File: src/rtl/tetris_pkg.sv
// Shared types and default geometry for the line-clear engine.
// Imported by the engine top and the spawn footprint generator.
package tetris_pkg;

    localparam int DEF_COLS = 4;
    localparam int DEF_ROWS = 8;

    typedef enum logic [2:0] {
        IDLE,
        SCAN,
        FILL,
        SPAWN,
        DONE
    } state_e;

    typedef enum logic [1:0] {
        PIECE_SINGLE = 2'b00,
        PIECE_DOMINO = 2'b01,
        PIECE_SQUARE = 2'b10,
        PIECE_L      = 2'b11
    } piece_e;

endpackage

File: src/rtl/piece_mask_gen.sv
// Combinational spawn footprint for a piece, anchored at (row 0, SPAWN_COL).
// Bit index of cell (r, c) is r*COLS + c.
module piece_mask_gen
    import tetris_pkg::*;
#(
    parameter int COLS      = DEF_COLS,
    parameter int ROWS      = DEF_ROWS,
    parameter int SPAWN_COL = 1
) (
    input  logic [1:0]           curr_piece,
    output logic [COLS*ROWS-1:0] mask
);

    localparam int C0 = SPAWN_COL;
    localparam int C1 = SPAWN_COL + 1;
    localparam int R1 = COLS;

    piece_e piece;
    assign piece = piece_e'(curr_piece);

    always_comb begin
        mask = '0;
        unique case (1'b1)
            (piece == PIECE_SINGLE): begin
                mask[C0] = 1'b1;
            end
            (piece == PIECE_DOMINO): begin
                mask[C0] = 1'b1;
                mask[C1] = 1'b1;
            end
            (piece == PIECE_SQUARE): begin
                mask[C0]      = 1'b1;
                mask[C1]      = 1'b1;
                mask[R1 + C0] = 1'b1;
                mask[R1 + C1] = 1'b1;
            end
            (piece == PIECE_L): begin
                mask[C0]      = 1'b1;
                mask[R1 + C0] = 1'b1;
                mask[R1 + C1] = 1'b1;
            end
            default: begin
                mask = '0;
            end
        endcase
    end

endmodule

File: src/rtl/line_clear_engine.sv
// Removes full rows from a board snapshot, compacts it downward and
// spawns the current piece at the top, flagging overlap as game over.
module line_clear_engine
    import tetris_pkg::*;
#(
    parameter int COLS      = DEF_COLS,
    parameter int ROWS      = DEF_ROWS,
    parameter int SPAWN_COL = 1
) (
    input  logic                         clka,
    input  logic                         rst_n,
    input  logic                         start,
    input  logic [COLS*ROWS-1:0]         board_in,
    input  logic [1:0]                   curr_piece,
    output logic                         busy,
    output logic                         done,
    output logic [COLS*ROWS-1:0]         board_out,
    output logic [$clog2(ROWS+1)-1:0]    lines_cleared,
    output logic                         error
);

    localparam int N  = COLS * ROWS;
    localparam int RW = $clog2(ROWS);
    localparam int CW = $clog2(ROWS + 1);

    if (COLS < SPAWN_COL + 2 || ROWS < 2) begin : g_bad_params
        $error("line_clear_engine: need COLS >= SPAWN_COL+2 and ROWS >= 2");
    end

    state_e          state;
    state_e          state_nxt;
    logic [N-1:0]    board_q;
    logic [N-1:0]    mask;
    logic [1:0]      piece_q;
    logic [RW-1:0]   rd;
    logic [RW-1:0]   wr;
    logic [CW-1:0]   count;
    logic [COLS-1:0] rd_row;
    logic            rd_full;

    piece_mask_gen #(
        .COLS      (COLS),
        .ROWS      (ROWS),
        .SPAWN_COL (SPAWN_COL)
    ) u_mask (
        .curr_piece (piece_q),
        .mask       (mask)
    );

    assign rd_row  = board_q[rd*COLS +: COLS];
    assign rd_full = &rd_row;

    assign busy = (state != IDLE);
    assign done = (state == DONE);

    always_ff @(posedge clka) begin
        if (!rst_n) begin
            state <= IDLE;
        end else begin
            state <= state_nxt;
        end
    end

    always_comb begin
        state_nxt = state;
        unique case (state)
            IDLE:    if (start) state_nxt = SCAN;
            SCAN:    if (rd == '0) state_nxt = FILL;
            FILL:    state_nxt = SPAWN;
            SPAWN:   state_nxt = DONE;
            DONE:    state_nxt = IDLE;
            default: state_nxt = IDLE;
        endcase
    end

    always_ff @(posedge clka) begin
        if (!rst_n) begin
            board_q       <= '0;
            piece_q       <= '0;
            rd            <= '0;
            wr            <= '0;
            count         <= '0;
            board_out     <= '0;
            lines_cleared <= '0;
            error         <= 1'b0;
        end else begin
            unique case (state)
                IDLE: begin
                    if (start) begin
                        board_q <= board_in;
                        piece_q <= curr_piece;
                        rd      <= RW'(ROWS - 1);
                        wr      <= RW'(ROWS - 1);
                        count   <= '0;
                    end
                end
                SCAN: begin
                    // wr never passes rd, so unread rows are never overwritten
                    if (rd_full) begin
                        count <= count + CW'(1);
                    end else begin
                        board_q[wr*COLS +: COLS] <= rd_row;
                        wr <= wr - RW'(1);
                    end
                    rd <= rd - RW'(1);
                end
                FILL: begin
                    // with no clears wr has wrapped, so the count gates it
                    for (int r = 0; r < ROWS; r++) begin
                        if (count != '0 && RW'(r) <= wr) begin
                            board_q[r*COLS +: COLS] <= '0;
                        end
                    end
                end
                SPAWN: begin
                    board_out     <= board_q | mask;
                    error         <= |(board_q & mask);
                    lines_cleared <= count;
                end
                DONE: begin
                end
                default: begin
                end
            endcase
        end
    end

endmodule

File: config.mk
export PLATFORM = sky130hd
export DESIGN_NAME = line_clear_engine
export DESIGN_NICKNAME = d
export VERILOG_FILES = /design/src/rtl/tetris_pkg.sv /design/src/rtl/piece_mask_gen.sv /design/src/rtl/line_clear_engine.sv
export SDC_FILE = /design/constraint.sdc
export NUM_CORES = 1
export LEC_CHECK = 0
export CAP_MARGIN = 25
export CORE_MARGIN = 4
export CORE_UTILIZATION = 61
export DETAILED_ROUTE_END_ITERATION = 8
export DONT_BUFFER_PORTS = 1
export PLACE_DENSITY = 0.76
export SYNTH_ARGS = -nofsm -noshare
export SYNTH_HDL_FRONTEND = slang
export SYNTH_HIERARCHICAL = 1
export SYNTH_SLANG_ARGS = --single-unit
File: constraint.sdc
create_clock -name clka -period 3.04 [get_ports clka]
set_clock_uncertainty 0.05 [all_clocks]
set_input_delay 0 -clock clka [delete_from_list [all_inputs] [get_ports clka]]
set_output_delay 0 -clock clka [all_outputs]
set_load 0.03 [all_outputs]
# After elaboration in Yosys (flattened, before gate mapping)
# Cells that the tools add are included.
[word_totals]
reg_bits = 84
inputBits = 37
out_inout_bits = 39
[op_classes]
reduce_logical = 33
magnitude_cmp = 8
n_bitwise = 2
n_mux = 25
n_eq_ne = 19
shift = 3
add_sub_neg = 4
[ops]
columns = ["op", "count"]
rows = [
  ["$pmux W32 S3", 1],
  ["$mux W32", 2],
  ["$mux W4", 10],
  ["$reduce_and A4 Y1", 9],
  ["$neg A5 Y34", 1],
  ["$shift A4 B34 Y32 const A", 1],
  ["$shiftx A4 B34 Y32", 1],
  ["$and A32 B7 Y32", 1],
  ["$bwmux W32", 1],
  ["$or A32 B7 Y32", 1],
  ["$reduce_or A32 Y1", 1],
  ["$shiftx A32 B6 Y4", 1],
  ["$ne A2 B2 Y1 const B", 12],
  ["$le A3 B3 Y1 const A", 4],
  ["$mux W3", 4],
  ["$pmux W3 S2", 2],
  ["$pmux W3 S4", 1],
  ["$logic_and A1 B1 Y1", 8],
  ["$pmux W4 S2", 1],
  ["$eq A3 B2 Y1 const B", 2],
  ["$le A1 B3 Y1 const A", 2],
  ["$le A2 B3 Y1 const A", 2],
  ["$logic_not A3 Y1", 2],
  ["$reduce_and A2 Y1", 3],
  ["15 further kinds", 21],
]

# Longest topological paths before layout
# Gate-level depths: netlist of run 1.
[logic_depth]
word_depth = 5
mapped_depth = 10

# Modules after synthesis
# The synthesis of run 1 kept the hierarchy.
[by_module_without_submodules]
columns = ["mod", "n_inst", "cells_each", "area_per_inst_um2"]
rows = [
  ["line_clear_engine", 1, 570, 4923.5],
  ["piece_mask_gen", 1, 37, 271.5],
]

# Least setup slack after synthesis of run 1
# No wires, ideal clock.
[synth_timing]
kind = "flip-flop to flip-flop"
start = "register wr[0]"
end = "register board_q[0]"
period_less_slack_ps = 2725
path_stages_with_launch = 10
t_required_ps = 2918
setup_ps = 72
t_arrival_ps = 2603
setup_slack_ps = 315
cell_sequence = "dfxtp_1 clkbuf_1 inv_1 ha_1 ha_1 or3b_2 or4_1 o211ai_1 nand2_1 mux2i_1"
[synth_via]
elab_chain_cells = 5
word_cells_on_any_way = 10
classes_between = "1 x add/sub; 1 x order compare; 1 x eq/ne; 2 x shift; 3 x mux; 2 x reduce/logical"
[synth_lines]
columns = ["item", "line_no", "source"]
rows = [
  ["from (decl)", "line_clear_engine.sv:36", "logic [RW-1:0] wr;"],
  ["from (signal assigned)", "line_clear_engine.sv:93", "wr <= RW'(ROWS - 1);"],
  ["from (signal assigned)", "line_clear_engine.sv:103", "wr <= wr - RW'(1);"],
  ["$neg A5 Y34", "line_clear_engine.sv:102", "board_q[wr*COLS +: COLS] <= rd_row;"],
  ["$shiftx A4 B34 Y32 or $shift A4 B34 Y32 (tied branches)", "line_clear_engine.sv:102", ""],
  ["$bwmux W32", "line_clear_engine.sv:102", ""],
  ["$mux W32", "line_clear_engine.sv:99", "if (rd_full) begin"],
  ["$pmux W32 S3", "line_clear_engine.sv:87", "unique case (state)"],
  ["to (signal assigned)", "line_clear_engine.sv:90", "board_q <= board_in;"],
  ["to (signal, indexed assignment)", "line_clear_engine.sv:102", ""],
  ["to (decl)", "line_clear_engine.sv:32", "logic [N-1:0] board_q;"],
]
# Parallel ways exist; a longest one is shown, timed or not. The select of a mux whose other input is x is not followed.
# A chain may end at the register's enable or synchronous reset.

# Final worst setup path of run 1
[layout_timing]
start = "register rd[0]"
end = "register count[1]"
[layout_via]
elab_chain_cells = 4
[layout_lines]
columns = ["item", "line_no", "source"]
rows = [
  ["from (decl)", "line_clear_engine.sv:35", "logic [RW-1:0] rd;"],
  ["from (signal assigned)", "line_clear_engine.sv:92", "rd <= RW'(ROWS - 1);"],
  ["from (signal assigned)", "line_clear_engine.sv:105", "rd <= rd - RW'(1);"],
  ["$shiftx A32 B6 Y4", "line_clear_engine.sv:50", "assign rd_row = board_q[rd*COLS +: COLS];"],
  ["$reduce_and A4 Y1", "line_clear_engine.sv:51", "assign rd_full = &rd_row;"],
  ["$ne A2 B2 Y1 (no source line)", "--", ""],
  ["$reduce_and A3 Y1 (no source line)", "--", ""],
  ["to (signal assigned)", "line_clear_engine.sv:100", "count <= count + CW'(1);"],
  ["to (decl)", "line_clear_engine.sv:37", "logic [CW-1:0] count;"],
]
# No other way between the ends.

==> results of run 1 <==
[power breakdown]
part	switching [mW]	internal, mW
registers	0.235	1.23
logic	0.753	0.575
clock network	0.435	0.325
[path summary, 6_finish.rpt]
kind | endpoint | cells after the start | from
max | count[1] | 7 | rd[0]
min | board_q[31] | 3 | board_in[31]
max reg2reg | count[1] | 7 | rd[0]
min reg2reg | piece_q[0] | 2 | piece_q[0]
[flip-flops by register name (all words and copies together), names as in the netlist]
register,count
error,1
count,4
state,3
board_out,32
wr,3
piece_q,2
board_q,32
lines_cleared,4
rd,3
[per-layer routing]
| metal | up-vias | global-route usage |
|---|---|---|
| met5 | - | 0 |
| met4 | 0 | 0.160 |
| met1 | 2453 | 0.433 |
| met3 | 67 | 0.0681 |
| met2 | 298 | 0.529 |
| li1 | 2313 | - |
[cells in the final DEF, fill, tap and decap left out, types with 5 or more instances in the layout]
cell type,count
a21oi_1,33
a22oi_1,9
o211a_1,6
nor4_1,5
dfxtp_1,82
nand3_1,6
nor2_1,51
nand2_1,24
o211ai_1,8
dlygate4sd3_1,35
o221a_1,9
buf_4,31
a211o_1,21
o21ai_0,13
a221oi_1,10
inv_1,11
conb_1,29
a21o_1,11
nand4_1,5
clkbuf_8,10
a21boi_0,16
mux4_1,6
ha_1,14
a2111oi_0,16
a211oi_1,9
nor3_1,68
o221a_2,5
[what timing repair did]
action                                  CTS  global route
gates resized for setup                   0             2
endpoints found under the setup margin    0             1
endpoints found under the hold margin    39             0
hold buffers                             36             0
[synthesized netlist by cell type, types with 10 or more instances]
cell       number  area [µm²]
inv_1          11        41.3
a21oi_1        33         165
dfxtp_1        84        1680
o21ai_0        13        65.1
a21boi_0       16         120
nand2_1        24        90.1
a21o_1         11        82.6
a221oi_1       10        87.6
nor2_1         51         191
clkbuf_1       44         165
buf_4          30         225
a211o_1        21         184
nor3_1         68         340
ha_1           14         175
a2111oi_0      16         140
[logic make-up after synthesis]
family,Yosys count
compound gates,198
mux,16
flops,84
buf+inv,93
simple gates,199
other cells,2
fa+ha+maj,14
xor+xnor,1
[layout make-up]
cell class                 instances  area share
clock buffer                      10      0.0238
tap                              105      0.0227
sequential                        84       0.291
inverter                          13     0.00842
multi-input combinational        457       0.542
clock inverter                     6     0.00821
timing repair buffer              67       0.104
[critical path: stages, from the launching register on]
cell and delay, ns:
dfxtp_2 0.48, mux4_1 0.61, mux2i_2 0.41, nor4_2 0.20, buf_4 0.21, and3_1 0.17, o21a_1 0.17, dlygate4sd3_1 0.54
==> flow_metrics.tcl, run 1 <==
set metrics [dict create \
    outcome "completed" \
    grt_max_degree 49 \
    wl_met3_mm 1.50 \
    cts_tree "done" \
    relSlewSlack 0.366 \
    critPathKind "flop to flop" \
    ys_warn_count 6 \
    htree_levels 3 \
    leakagePower_nw 2.32 \
    firstDrtPassIters 4 \
    finalWeightedCongestion 0.992 \
    initial_core_util 0.629 \
    gr-total-overflow 0 \
    die_h_um 100 \
    syn_inst 607 \
    setup_tns_ns 0 \
    final_nets 683 \
    seq_area_frac_synth 0.324 \
    die-area_um2 10100 \
    synth-simple-area-share 0.194 \
    ios 76 \
    n_fill_cell 689 \
    fp.dieW_um 100 \
    root_buffer "clkbuf_8" \
    globalRouteTotalUtil 0.333 \
    final_cells 742 \
    ys_ff_latch 84 \
    wl_per_cell_um 22.6 \
    layout-drive-gt1-share 0.118 \
    synth_area_um2 5190 \
    clk_pin_slew_worst_paths_ns 0.09 \
    synth_flop_cell "dfxtp_1" \
    finalHoldWorstSlack_ns 0.0288 \
    route.detailed.drc 0 \
    dp.cells 690 \
    fp-row-count 33 \
    synth_cell_type_count 68 \
    rsz0062_at_grt "false" \
    grt_pass1_vias 4958 \
    vias 5131 \
    area_growth_pct 11.5 \
    max-vdd-ir-drop_uv 332 \
    fin_util 0.702 \
    stdcell_area_um2 5790 \
    m1WireLength_mm 6.74 \
    crit_path_start_kind "flop" \
    power_mw 3.55 \
    placed_cell_area_um2 5240 \
    clockBufferDepth 2 \
    numPortBuffers 0 \
    routed_wl_mm 16.8 \
    drv_cap 0 \
    p_per_area_nw_per_um2 613 \
    drt-initial-drc-count 468 \
    tightest_slew_ns 0.949 \
    antenna_cells 0 \
    worstSkewPairLatency_ns 0.36 \
    top_layer "met4" \
    grt_antenna_before_repair 0 \
    worst_slack_ns 0.0769 \
    grt_pass1_wl_mm 26.2 \
    period_share 0.975 \
    crit_path_end_kind "flop" \
    dp_slack_ns 0.244 \
    fmax_ghz 0.337 \
    regArea_um2 1680 \
    synth_xor_area_frac 0.00169 \
    core_um2 8260 \
    cts_buffers 9 \
    dp_hpwl_mm 12.2 \
    avgViaCountPerCell 6.92 \
    wl_met2_mm 7.69 \
    synth-compound-area-share 0.296 \
    multi_input_area_um2 3140 \
    min-delay-path-class "input pin to flop" \
    synth_adder_area_share 0.0337 \
    ant_nets 0 \
    synth_top_family_by_area "compound AO/OA/AOI/OAI gates" \
    finalSetupViolations 0 \
    r2r_slack_ns 0.08 \
    drv_slew 0 \
    fin_crit_ns 2.96 \
    arrival_ns 3.16 \
    synth_area_per_cell_um2 8.56 \
    required_ns 3.24 \
    synth.area.mux_share 0.0573 \
    async_reset_ff_frac 0 \
    cts_sinks 84 \
    postCtsSetupRepairBufs 0 \
    worstPathMaxFanout 11 \
    hold_viol 0 \
    synth_edf_count 0 \
]
Note: power is estimated with default switching activity, not from simulation.
==> run 2: changes to the inputs <==
--- a/config.mk
+++ b/config.mk
@@ -6,11 +6,14 @@
 export NUM_CORES = 1
 export LEC_CHECK = 0
 export CAP_MARGIN = 25
+export CELL_PAD_IN_SITES_DETAIL_PLACEMENT = 0
+export CELL_PAD_IN_SITES_GLOBAL_PLACEMENT = 1
 export CORE_MARGIN = 4
-export CORE_UTILIZATION = 61
+export CORE_UTILIZATION = 48
 export DETAILED_ROUTE_END_ITERATION = 8
 export DONT_BUFFER_PORTS = 1
-export PLACE_DENSITY = 0.76
+export HOLD_SLACK_MARGIN = 0.08
+export PLACE_DENSITY = 0.79
 export SYNTH_ARGS = -nofsm -noshare
 export SYNTH_HDL_FRONTEND = slang
 export SYNTH_HIERARCHICAL = 1
==> run 2 against run 1 <==
Via count down 2.6%. Worst hold slack better by 0.069 ns. First-iteration DRC count increased by 15%. Die area up 25%. Critical endpoint unchanged.
==> flow_metrics.tcl, run 2 (synthesized netlist as in run 1, its figures left out) <==
set metrics [dict create \
    critPathMaxStageDelay_ns 0.60 \
    initial_core_util 0.499 \
    required_ns 3.28 \
    grt_antenna_before_repair 0 \
    dp_hpwl_mm 12.4 \
    pwr-share-clk 0.221 \
    rsz0062_at_grt "false" \
    p_per_area_nw_per_um2 613 \
    dp.cells 716 \
    period_share 0.940 \
    relSlewSlack 0.459 \
    drv_slew 0 \
    pwr-share-comb 0.371 \
    numPortBuffers 0 \
    crit_chain "mux4_1 > mux2i_2 > nor4_2 > buf_4 > and3_1 > o21a_1 > dlygate4sd3_1" \
    fmax_ghz 0.350 \
    leakagePower_nw 2.30 \
    final_cells 771 \
    final_common_cell "dfxtp_1" \
    grt_pass1_vias 4720 \
    min-delay-path-class "input pin to flop" \
    cts_sinks 84 \
    cpLargestDelayFamily "multiplexers" \
    path_buf_inv 2 \
    outcome "completed" \
    clk_pin_slew_worst_paths_ns 0.09 \
    critPathKind "flop to flop" \
    ant_nets 0 \
    hold_viol 0 \
    layout-drive-gt1-share 0.106 \
    clockBufferDepth 2 \
    cts_buffers 9 \
    fp.dieW_um 112 \
    core_um2 10400 \
    finalSetupViolations 0 \
    cts_tree "done" \
    biggestRegsByFlops "board_out (32), board_q (32)" \
    setup_tns_ns 0 \
    cp_slowest_cell "mux4_1" \
    arrival_ns 3.09 \
    antenna_cells 0 \
    tightest_slew_ns 0.811 \
    drt-initial-drc-count 537 \
    route.detailed.drc 0 \
    worstSkewPairLatency_ns 0.39 \
    grt_pass1_wl_mm 26.7 \
    final_nets 681 \
    power_switching_mw 1.42 \
    max-vdd-ir-drop_uv 284 \
    vias 4997 \
    htree_levels 3 \
    n_fill_cell 975 \
    worstPathMaxFanout 23 \
    ios 76 \
    gr-total-overflow 0 \
    swShare 0.399 \
    power.internal_mw 2.14 \
    die_h_um 112 \
    multi_input_area_um2 3140 \
    drv_cap 0 \
    wl_per_cell_um 22.3 \
    area_growth_pct 12.0 \
    fp-row-count 37 \
    layout_common_cells "dfxtp_1, nor3_1, nor2_1" \
    grt_max_degree 49 \
    regArea_um2 1680 \
    finalWeightedCongestion 0.946 \
    firstDrtPassIters 5 \
    die-area_um2 12600 \
    routed_wl_mm 17.2 \
    globalRouteTotalUtil 0.272 \
    crit_path_start_kind "flop" \
    crit_path_end_kind "flop" \
    fin_crit_ns 2.86 \
    root_buffer "clkbuf_8" \
    avgViaCountPerCell 6.48 \
    p_seq_frac 0.408 \
]
==> run 2: worst paths after layout <==
check,from,end,slack (ns),cells past startpoint
worst max-delay path,rd[2],count[1],0.18,7
worst min-delay path,board_in[31],board_q[31],0.1,3
worst max register to register,rd[2],count[1],0.18,7
worst min register to register,piece_q[1],piece_q[1],0.44,2
==> run 2: area by class of cell <==
cell class                 instances  share of cell area
multi-input combinational        457               0.540
timing repair buffer              65               0.102
tap                              136              0.0292
clock buffer                      13              0.0273
inverter                          13             0.00839
clock inverter                     3             0.00366
sequential                        84               0.289
==> run 2: worst reg2reg max path, cell delays in order, from the launching register on <==
cell	delay, ns
dfxtp_2	0.49
mux4_1	0.60
mux2i_2	0.37
nor4_2	0.09
buf_4	0.24
and3_1	0.20
o21a_1	0.17
dlygate4sd3_1	0.54
==> run 2: through the flow <==
stage               hold WS [ns]  power (mW)  utilization  area (µm²)  worst slack, ns
global route              0.0914        3.74        0.559        5820           0.0431
global placement          0.0771        2.67        0.503        5240            0.391
floorplan                 0.0860        2.36            -        5300            0.315
CTS                       0.0931        3.51        0.558        5820           0.0507
finish                    0.0975        3.56        0.559        5820            0.183
detailed placement        0.0753        2.69        0.503        5240            0.317
==> run 2: what timing repair did <==
action | in CTS | in global routing
hold buffers | 39 | 0
hold endpoints to repair | 55 | 0
setup endpoints to repair | 0 | 3
setup buffers | 0 | 0
gates resized for setup | 0 | 1
==> run 2: power groups by stage <==
stage / Combinational [mW] / Sequential (mW) / Clock (mW)
after floorplan: 0.984 / 1.38 / 0
after global placement: 1.19 / 1.48 / 0
after detailed placement: 1.21 / 1.48 / 0
after CTS: 1.27 / 1.45 / 0.787
after global routing: 1.43 / 1.47 / 0.839
final: 1.32 / 1.46 / 0.788
==> run 2: layer usage <==
| metal | vias up | global-route usage | wire length (µm) |
|---|---|---|---|
| li1 | 2308 | - | - |
| met1 | 2335 | 0.360 | 7050 |
| met2 | 289 | 0.414 | 7670 |
| met3 | 65 | 0.0755 | 1710 |
| met4 | 0 | 0.123 | 734 |
| met5 | - | 0 | 0 |
